<file path="src/rtl/mem_stage_pkg.sv">
// Shared definitions for the MEM pipeline stage: writeback selects, funct3 access codes,
// sequencer states and the alignment check.
package mem_stage_pkg;

    localparam logic [1:0] WB_ALU = 2'd0;
    localparam logic [1:0] WB_MEM = 2'd1;
    localparam logic [1:0] WB_PC4 = 2'd2;

    localparam logic [2:0] F3_B  = 3'b000;
    localparam logic [2:0] F3_H  = 3'b001;
    localparam logic [2:0] F3_W  = 3'b010;
    localparam logic [2:0] F3_BU = 3'b100;
    localparam logic [2:0] F3_HU = 3'b101;

    typedef enum logic [1:0] {
        S_IDLE = 2'd0,
        S_REQ  = 2'd1,
        S_RESP = 2'd2,
        S_DONE = 2'd3
    } state_t;

    // Halfwords need addr[0]==0, words need addr[1:0]==0; bytes are always aligned.
    function automatic logic is_misaligned(input logic [2:0] funct3, input logic [1:0] addr_lo);
        logic mis;
        case (funct3[1:0])
            2'b01:   mis = addr_lo[0];
            2'b10:   mis = (addr_lo != 2'b00);
            default: mis = 1'b0;
        endcase
        return mis;
    endfunction

endpackage

</file>
<file path="src/rtl/mem_align.sv">
// Byte-lane steering for the data-memory port: store replication and byte enables,
// load extraction with sign or zero extension.
module mem_align
    import mem_stage_pkg::*;
#(
    parameter int WIDTH = 32
) (
    input  logic [1:0]       addr_lo,
    input  logic [2:0]       funct3,
    input  logic [WIDTH-1:0] store_data,
    input  logic [WIDTH-1:0] load_word,
    output logic [3:0]       be,
    output logic [WIDTH-1:0] wdata,
    output logic [WIDTH-1:0] load_data
);

    logic [WIDTH-1:0] shifted_s;

    assign shifted_s = load_word >> {addr_lo, 3'b000};

    // Store lane replication and byte-enable generation
    always_comb begin
        be    = 4'h0;
        wdata = store_data;
        case (funct3[1:0])
            2'b00: begin
                be    = 4'b0001 << addr_lo;
                wdata = {4{store_data[7:0]}};
            end
            2'b01: begin
                be    = 4'b0011 << addr_lo;
                wdata = {2{store_data[15:0]}};
            end
            2'b10: begin
                be    = 4'hF;
                wdata = store_data;
            end
            default: begin
                be    = 4'h0;
                wdata = store_data;
            end
        endcase
    end

    // Load extraction and extension
    always_comb begin
        load_data = shifted_s;
        case (funct3)
            F3_B:    load_data = {{(WIDTH-8){shifted_s[7]}}, shifted_s[7:0]};
            F3_H:    load_data = {{(WIDTH-16){shifted_s[15]}}, shifted_s[15:0]};
            F3_BU:   load_data = {{(WIDTH-8){1'b0}}, shifted_s[7:0]};
            F3_HU:   load_data = {{(WIDTH-16){1'b0}}, shifted_s[15:0]};
            F3_W:    load_data = shifted_s;
            default: load_data = shifted_s;
        endcase
    end

endmodule

</file>
<file path="src/rtl/mem_stage.sv">
// MEM pipeline stage: sequences aligned loads/stores over a valid/ready data-memory port,
// stalls upstream while a request is outstanding and drives the MEM/WB register.
module mem_stage
    import mem_stage_pkg::*;
#(
    parameter int WIDTH    = 32,
    parameter int ADDR_LEN = 32
) (
    input  logic                clk,
    input  logic                reset,
    input  logic                in_valid,
    input  logic [ADDR_LEN-1:0] pc_i,
    input  logic [WIDTH-1:0]    alu_out_i,
    input  logic [WIDTH-1:0]    rs2_data_i,
    input  logic [4:0]          rd_addr_i,
    input  logic                rf_w_en_i,
    input  logic [1:0]          wbsel_i,
    input  logic                mem_w_en_i,
    input  logic [2:0]          funct3_i,
    output logic                stall_o,
    output logic                dmem_req,
    output logic                dmem_we,
    output logic [ADDR_LEN-1:0] dmem_addr,
    output logic [WIDTH-1:0]    dmem_wdata,
    output logic [3:0]          dmem_be,
    input  logic                dmem_ready,
    input  logic                dmem_rvalid,
    input  logic [WIDTH-1:0]    dmem_rdata,
    output logic                valid_o,
    output logic [ADDR_LEN-1:0] pc_o,
    output logic [WIDTH-1:0]    alu_out_o,
    output logic [WIDTH-1:0]    mem_rdata_o,
    output logic [4:0]          rd_addr_o,
    output logic                rf_w_en_o,
    output logic [1:0]          wbsel_o,
    output logic                misalign_o
);

    state_t           state_r;
    logic [WIDTH-1:0] rdata_r;
    logic [WIDTH-1:0] load_data_s;
    logic             mem_op_s;
    logic             is_load_s;
    logic             misalign_s;
    logic             go_s;
    logic             stall_s;

    assign mem_op_s   = in_valid & (mem_w_en_i | (wbsel_i == WB_MEM));
    assign is_load_s  = (wbsel_i == WB_MEM) & ~mem_w_en_i;
    assign misalign_s = mem_op_s & is_misaligned(funct3_i, alu_out_i[1:0]);
    assign go_s       = mem_op_s & ~misalign_s;
    // Held low during reset so upstream is released together with the stage.
    assign stall_s    = ~reset & go_s & (state_r != S_DONE);
    assign stall_o    = stall_s;

    assign dmem_req   = (state_r == S_REQ);
    assign dmem_we    = mem_w_en_i;
    assign dmem_addr  = {alu_out_i[ADDR_LEN-1:2], 2'b00};

    mem_align #(.WIDTH(WIDTH)) u_align (
        .addr_lo    (alu_out_i[1:0]),
        .funct3     (funct3_i),
        .store_data (rs2_data_i),
        .load_word  (dmem_rdata),
        .be         (dmem_be),
        .wdata      (dmem_wdata),
        .load_data  (load_data_s)
    );

    // Request sequencer and load-data capture
    always_ff @(posedge clk) begin
        if (reset) begin
            state_r <= S_IDLE;
            rdata_r <= '0;
        end else begin
            case (state_r)
                S_IDLE: if (go_s) state_r <= S_REQ;
                S_REQ:  if (dmem_ready) state_r <= mem_w_en_i ? S_DONE : S_RESP;
                S_RESP: begin
                    if (dmem_rvalid) begin
                        rdata_r <= load_data_s;
                        state_r <= S_DONE;
                    end
                end
                S_DONE:  state_r <= S_IDLE;
                default: state_r <= S_IDLE;
            endcase
        end
    end

    // MEM/WB register: bubble while stalled, otherwise take the EX/MEM contents
    always_ff @(posedge clk) begin
        if (reset) begin
            valid_o     <= 1'b0;
            pc_o        <= '0;
            alu_out_o   <= '0;
            mem_rdata_o <= '0;
            rd_addr_o   <= 5'd0;
            rf_w_en_o   <= 1'b0;
            wbsel_o     <= 2'd0;
            misalign_o  <= 1'b0;
        end else begin
            pc_o      <= pc_i;
            alu_out_o <= alu_out_i;
            rd_addr_o <= rd_addr_i;
            wbsel_o   <= wbsel_i;
            if (stall_s) begin
                valid_o     <= 1'b0;
                rf_w_en_o   <= 1'b0;
                misalign_o  <= 1'b0;
                mem_rdata_o <= '0;
            end else begin
                valid_o     <= in_valid;
                rf_w_en_o   <= in_valid & rf_w_en_i & ~misalign_s;
                misalign_o  <= misalign_s;
                mem_rdata_o <= (is_load_s && (state_r == S_DONE)) ? rdata_r : '0;
            end
        end
    end

endmodule

</file>
<file path="config.mk">
export PLATFORM = sky130hd
export DESIGN_NAME = mem_stage
export DESIGN_NICKNAME = d
export VERILOG_FILES = /design/src/rtl/mem_stage_pkg.sv /design/src/rtl/mem_align.sv /design/src/rtl/mem_stage.sv
export SDC_FILE = /design/constraint.sdc
export NUM_CORES = 1
export LEC_CHECK = 0
export CAP_MARGIN = 20
export CELL_PAD_IN_SITES_DETAIL_PLACEMENT = 0
export CELL_PAD_IN_SITES_GLOBAL_PLACEMENT = 1
export CORE_MARGIN = 1.5
export CORE_UTILIZATION = 29
export CTS_CLUSTER_SIZE = 14
export DETAILED_ROUTE_END_ITERATION = 8
export GPL_TIMING_DRIVEN = 0
export PLACE_DENSITY = 0.93
export SLEW_MARGIN = 15
export SYNTH_ARGS = -nofsm -noshare
export SYNTH_HDL_FRONTEND = slang
export SYNTH_SLANG_ARGS = --single-unit
</file>
<file path="constraint.sdc">
create_clock -name clk -period 5 [get_ports clk]
set_input_delay 1.25 -clock clk [delete_from_list [all_inputs] [get_ports clk]]
set_output_delay 1.25 -clock clk [all_outputs]
set_load 0.03 [all_outputs]
</file>
==> flow_metrics.env, run 1 <==
export IMPL_dieArea_um2=20700
export IMPL_finish_instance_area_um2=9880
export IMPL_power_frac_comb_pct=23.7
export IMPL_synth_ff_latch_count=140
export IMPL_io_pins=322
export IMPL_rr_worst_depth=8
export IMPL_die_y_um=144
export IMPL_first_pass_iters=5
export IMPL_switchingPower_uw=971
export IMPL_synth_top_area_share_pct=48.7
export IMPL_status="finished clean"
export IMPL_cp_required_ns=3.75
export IMPL_dr_total_vias=5665
export IMPL_final_nets=1114
export IMPL_power_density_nw_per_um2=331
export IMPL_slew_headroom_pct=47.3
export IMPL_cts_root_buf="clkbuf_16"
export IMPL_dp_cells=1209
export IMPL_ir_drop_mv=0.195
export IMPL_cts_tree="yes"
export IMPL_ant_nets=0
export IMPL_yosysTopAreaCell="dfxtp_1"
export IMPL_p_int_uw=2300
export IMPL_max_stage_delay_ns=0.67
export IMPL_clock_sinks=140
export IMPL_cp_num_buf_inv=4
export IMPL_grt_first_pass_wirelength_um=30000
export IMPL_yosys_warnings=0
export IMPL_worstSetupPathType="input pin to output port"
export IMPL_layout_commonest_cell="clkdlybuf4s50_1"
export IMPL_hold_end="mem_rdata_o[17]$_SDFF_PP0_"
export IMPL_fillers=1793
export IMPL_post_route_min_period_ns=4.84
export IMPL_cts_buffers=17
export IMPL_syn_area_um2=5750
export IMPL_cp_cell_sequence="clkdlybuf4s50_1 > buf_2 > buf_1 > nand2_1 > nand2_1 > clkdlybuf4s50_1"
export IMPL_synth_area_leaders="dfxtp_1 49%, nor2b_1 7.9%, buf_4 5.5%"
export IMPL_hpwl_um=16700
export IMPL_overflow=0
export IMPL_critPathArrivalTime_ns=3.59
export IMPL_insertion_delay_ns=0.42
export IMPL_min_path_cells=1
export IMPL_swShare_pct=29.7
export IMPL_finClkSkew_ns=0.00763
export IMPL_rows=51
export IMPL_synth_cells=625
export IMPL_layout_setup_ws_ns=0.157
export IMPL_post_drt_via_cell_ratio=4.57
export IMPL_period_share_pct=96.9
export IMPL_grt_max_degree=17
export IMPL_htree_levels=4
export IMPL_drc=0
export IMPL_layout_common_cells="297 x clkdlybuf4s50_1, 140 x dfxtp_1, 73 x nor2b_1, 72 x nand2_1, 42 x buf_4"
export IMPL_yosysSeqAreaShare_pct=48.7
export IMPL_cts_buffer_depth=2
export IMPL_cpLargestDelayFamily="buffers and inverters"
export IMPL_postCtsHoldBufs=0
export IMPL_r2r_end="rdata_r[15]$_SDFFE_PP0P_"
export IMPL_initial_utilization_pct=29.6
export IMPL_synth_area_per_cell_um2=9.20
export IMPL_area_growth_pct=71.8
export IMPL_antenna_found_initial=1
export IMPL_rsz0062_at_grt="no"
export IMPL_cap_violations=0
export IMPL_sequentialPowerShare_pct=37.4
export IMPL_p_clk_share_pct=38.9
export IMPL_hold_viol=0
export IMPL_drive_above_1_share_pct=11.6
export IMPL_die_w_um=144
export IMPL_place_ws_ns=-1.11
export IMPL_track_usage_pct=19.7
export IMPL_regArea_um2=2800
export IMPL_ys_types=47
export IMPL_cp_end_kind="output port"
export IMPL_gp_congestion=0.883
export IMPL_r2r_start="state_r[0]$_SDFFE_PP0P_"
export IMPL_startpoint_type="input pin"
export IMPL_port_buffers=318
export IMPL_core_area_um2=19500
export IMPL_wl_per_cell_um=16.8
export IMPL_wl_um=20800
export IMPL_regToRegSetupSlack_ns=2.92
export IMPL_drtIter0Drc=207
export IMPL_grt_pass1_vias=5384
export IMPL_stdcell_count=1239
export IMPL_final_setup_viol_count=0
export IMPL_power_leakage_uw=0.00393
export IMPL_maxClockFrequency_ghz=0.207
export IMPL_min_path_type="register to register"
export IMPL_ys_async_sr_fraction_pct=0
export IMPL_crit_slowest_cell="clkdlybuf4s50_1"
export IMPL_min_delay_start="rdata_r[17]$_SDFFE_PP0P_"
export IMPL_post_cts_setup_buffer_count=0
export IMPL_cp_depth=6
export IMPL_slew_viol_final=0
export IMPL_dpl_instance_area_um2=9270
export IMPL_yosys_most_used_dff="dfxtp_1"
export IMPL_synth_edf_count=0
export IMPL_path_clk_slew_ns=0.06
export IMPL_worstMarginPinSlew_ns=0.784
export IMPL_crit_fanout=11
export IMPL_multi_input_area_um2=2460
==> synth_stat cells (all sizes together) (2+ instances only) <==
master and count:
dfxtp 140, or4b 2, nor2b 73, a22oi 9, nor3 9, buf 54
nand3b 3, o31ai 2, a21oi 26, nor3b 3, or3 8, o2bb2ai 6
nor2 41, mux2i 16, clkbuf 27, nand2 72, a22o 8, o21ai 37
inv 6, mux2 7, o211ai 8, a211oi 2, ha 8, and2 34
a211o 9
==> flip-flops by register name, summed over array words and instances (netlist names) <==
name	count
rd_addr_o	5
mem_rdata_o	32
state_r	2
misalign_o	1
rdata_r	32
wbsel_o	2
pc_o	32
valid_o	1
alu_out_o	32
rf_w_en_o	1
==> power groups by stage <==
stage               Combinational (uW)  Clock (uW)  Sequential [uW]
global route                       828        1350             1230
global placement                   770           0             1250
CTS                                774        1300             1220
finish                             775        1270             1220
floorplan                          370           0             1300
detailed placement                 776           0             1250
==> how the worst max path moves through the flow <==
stage,start,end
after floorplan,funct3_i[1],dmem_be[2]
after global placement,funct3_i[1],dmem_wdata[22]
after detailed placement,funct3_i[1],dmem_wdata[22]
after CTS,funct3_i[1],dmem_wdata[22]
after global routing,alu_out_i[1],dmem_be[3]
final,alu_out_i[1],dmem_be[3]
==> per-layer routing <==
| metal | share of wire, % | GRT usage [%] |
|---|---|---|
| met1 | 37 | 20.6 |
| met2 | 51 | 35.8 |
| met3 | 10 | 6.96 |
| met4 | 2.3 | 7.68 |
| met5 | 0 | 0 |
==> repair_timing <==
| item | CTS | global route |
|---|---|---|
| cloned | 0 | 0 |
| endpoints found under the setup margin | 28 | 26 |
| gates resized for setup | 37 | 3 |
==> cells by family after synthesis <==
kind of cell	after synthesis	synth area share (%)
fa+ha+maj	8	1.74
buf+inv	88	8.83
other cells	1	0.0652
compound gates	113	13.5
mux	24	4.55
simple gates	251	22.6
flops	140	48.7
==> area by class of cell <==
type	instances	share of cell area [%]
Inverter	7	0.317
Sequential cell	140	28.4
Clock buffer	18	4.45
Clock inverter	13	1.56
Multi-Input combinational cell	398	24.9
Antenna cell	1	0.0253
Tap cell	265	3.36
Timing Repair Buffer	318	32.1
Buffer	79	4.89
==> metrics by stage <==
| stage | TNS (ns) | total power, uW | hold slack (ns) | utilization [%] |
|---|---|---|---|---|
| 6_report | 0 | 3270 | 0.455 | 50.8 |
| 5_1_grt | 0 | 3410 | 0.471 | 50.7 |
| 4_1_cts | 0 | 3300 | 0.457 | 50.7 |
| 3_5_place_dp | -23.54 | 2020 | 0.444 | 47.6 |
| 3_3_place_gp | -23.69 | 2020 | 0.436 | 47.6 |
| 2_1_floorplan | 0 | 1670 | 0.430 | - |
(Power assumes the default switching activity.)
==> run 2, diff against run 1 <==
Settings changed: CORE_ASPECT_RATIO from default to 1.5, CORE_MARGIN 1.5 to 2.
==> flow_metrics.env, run 2 (synthesis results as in run 1) <==
export IMPL_status="finished clean"
export IMPL_crit_slowest_cell="clkdlybuf4s50_1"
export IMPL_layout_setup_ws_ns=0.135
export IMPL_critPathArrivalTime_ns=3.62
export IMPL_post_route_min_period_ns=4.87
export IMPL_rsz0062_at_grt="no"
export IMPL_htree_levels=4
export IMPL_final_nets=1115
export IMPL_layout_commonest_cell="clkdlybuf4s50_1"
export IMPL_cts_buffer_depth=2
export IMPL_post_drt_via_cell_ratio=4.45
export IMPL_antenna_cells=0
export IMPL_period_share_pct=97.3
export IMPL_min_path_type="register to register"
export IMPL_place_ws_ns=-1.24
export IMPL_layout_common_cells="299 x clkdlybuf4s50_1, 140 x dfxtp_1, 73 x nor2b_1, 72 x nand2_1, 42 x buf_4"
export IMPL_track_usage_pct=17.8
export IMPL_cts_tree="yes"
export IMPL_area_growth_pct=71.4
export IMPL_cp_cell_sequence="clkdlybuf4s50_1 > inv_1 > ha_1 > clkbuf_4 > nand2b_2 > clkbuf_4 > a22o_1 > clkdlybuf4s50_1"
export IMPL_setup_tns_ns=0
export IMPL_ir_drop_mv=0.239
export IMPL_antenna_found_initial=0
export IMPL_dpl_instance_area_um2=9260
export IMPL_die_w_um=119
export IMPL_totalPowerFinal_uw=3190
export IMPL_grt_first_pass_wirelength_um=28900
export IMPL_cts_root_buf="clkbuf_16"
export IMPL_worstSetupPathType="input pin to output port"
export IMPL_power_leakage_uw=0.00396
export IMPL_port_buffers=318
export IMPL_grt_pass1_vias=5493
export IMPL_rows=63
export IMPL_insertion_delay_ns=0.41
export IMPL_post_cts_setup_buffer_count=0
export IMPL_power_density_nw_per_um2=324
export IMPL_wl_per_cell_um=15.5
export IMPL_cap_violations=0
export IMPL_core_area_um2=19600
export IMPL_io_pins=322
export IMPL_wl_um=19100
export IMPL_first_pass_iters=4
export IMPL_drtIter0Drc=312
export IMPL_overflow=0
export IMPL_die_y_um=176
export IMPL_worstMarginPinSlew_ns=0.696
export IMPL_cp_required_ns=3.75
export IMPL_finClkSkew_ns=0.00662
export IMPL_initial_utilization_pct=29.3
export IMPL_maxClockFrequency_ghz=0.206
export IMPL_path_clk_slew_ns=0.06
export IMPL_drc=0
export IMPL_clock_sinks=140
export IMPL_grt_max_degree=17
export IMPL_dieArea_um2=21000
export IMPL_cp_end_kind="output port"
export IMPL_startpoint_type="input pin"
export IMPL_hold_viol=0
export IMPL_cts_buffers=17
export IMPL_crit_fanout=10
export IMPL_final_setup_viol_count=0
export IMPL_slew_viol_final=0
export IMPL_hpwl_um=15400
export IMPL_gp_congestion=0.855
export IMPL_max_stage_delay_ns=0.67
export IMPL_drive_above_1_share_pct=11.4
export IMPL_finish_instance_area_um2=9860
export IMPL_slew_headroom_pct=53.6
export IMPL_dr_total_vias=5490
export IMPL_ant_nets=0
-- run 2: worst max-delay path: cells and delay by family --
| family | cells | cell delay [ns] |
|---|---|---|
| compound gates | 1 | 0.15 |
| fa+ha+maj | 1 | 0.29 |
| buf+inv | 5 | 1.75 |
| simple gates | 1 | 0.16 |
-- run 2: stage by stage --
step / hold WS [ns] / std cells / util (%)
4_1_cts: 0.454 / 1233 / 50.1
3_3_place_gp: 0.441 / 1204 / 47.2
6_report: 0.453 / 1233 / 50.2
2_1_floorplan: 0.430 / 626 / -
3_5_place_dp: 0.444 / 1204 / 47.2
5_1_grt: 0.472 / 1233 / 50.2
-- run 2: final cells by class --
| type | instances | area [um^2] |
|---|---|---|
| Fill cell | 1827 | 9770 |
| Timing Repair Buffer | 318 | 3190 |
| Sequential cell | 140 | 2800 |
| Multi-Input combinational cell | 398 | 2460 |
| Buffer | 80 | 492 |
| Clock buffer | 22 | 474 |
| Tap cell | 260 | 325 |
| Clock inverter | 8 | 92.6 |
| Inverter | 7 | 27.5 |
-- run 2: power breakdown --
group          total, uW  internal [uW]  switching, uW
Combinational        767            357            410
Sequential          1220           1190           30.6
Clock               1200            763            442
Total               3190           2310            882
-- run 2: per-layer routing --
metal	up-vias	GRT usage [%]	part of all wire, %
li1	2718	-	-
met1	2449	17.2	35
met2	280	33.6	54
met3	43	5.49	7.1
met4	0	9.28	4.2
met5	-	0	0
-- run 2: repair_timing --
item	CTS	global route
gates resized for setup	26	10
endpoints found under the setup margin	28	16
gates cloned	0	0
hold buffers	0	0
-- run 2: worst paths after layout --
kind	endpoint	startpoint	slack, ns	cells past startpoint
worst max register to register	rdata_r[15]$_SDFFE_PP0P_	state_r[0]$_SDFFE_PP0P_	2.88	8
worst min register to register	rdata_r[0]$_SDFFE_PP0P_	rdata_r[0]$_SDFFE_PP0P_	0.45	2
worst min-delay path	rdata_r[0]$_SDFFE_PP0P_	rdata_r[0]$_SDFFE_PP0P_	0.45	2
worst max-delay path	dmem_wdata[11]	funct3_i[0]	0.13	8
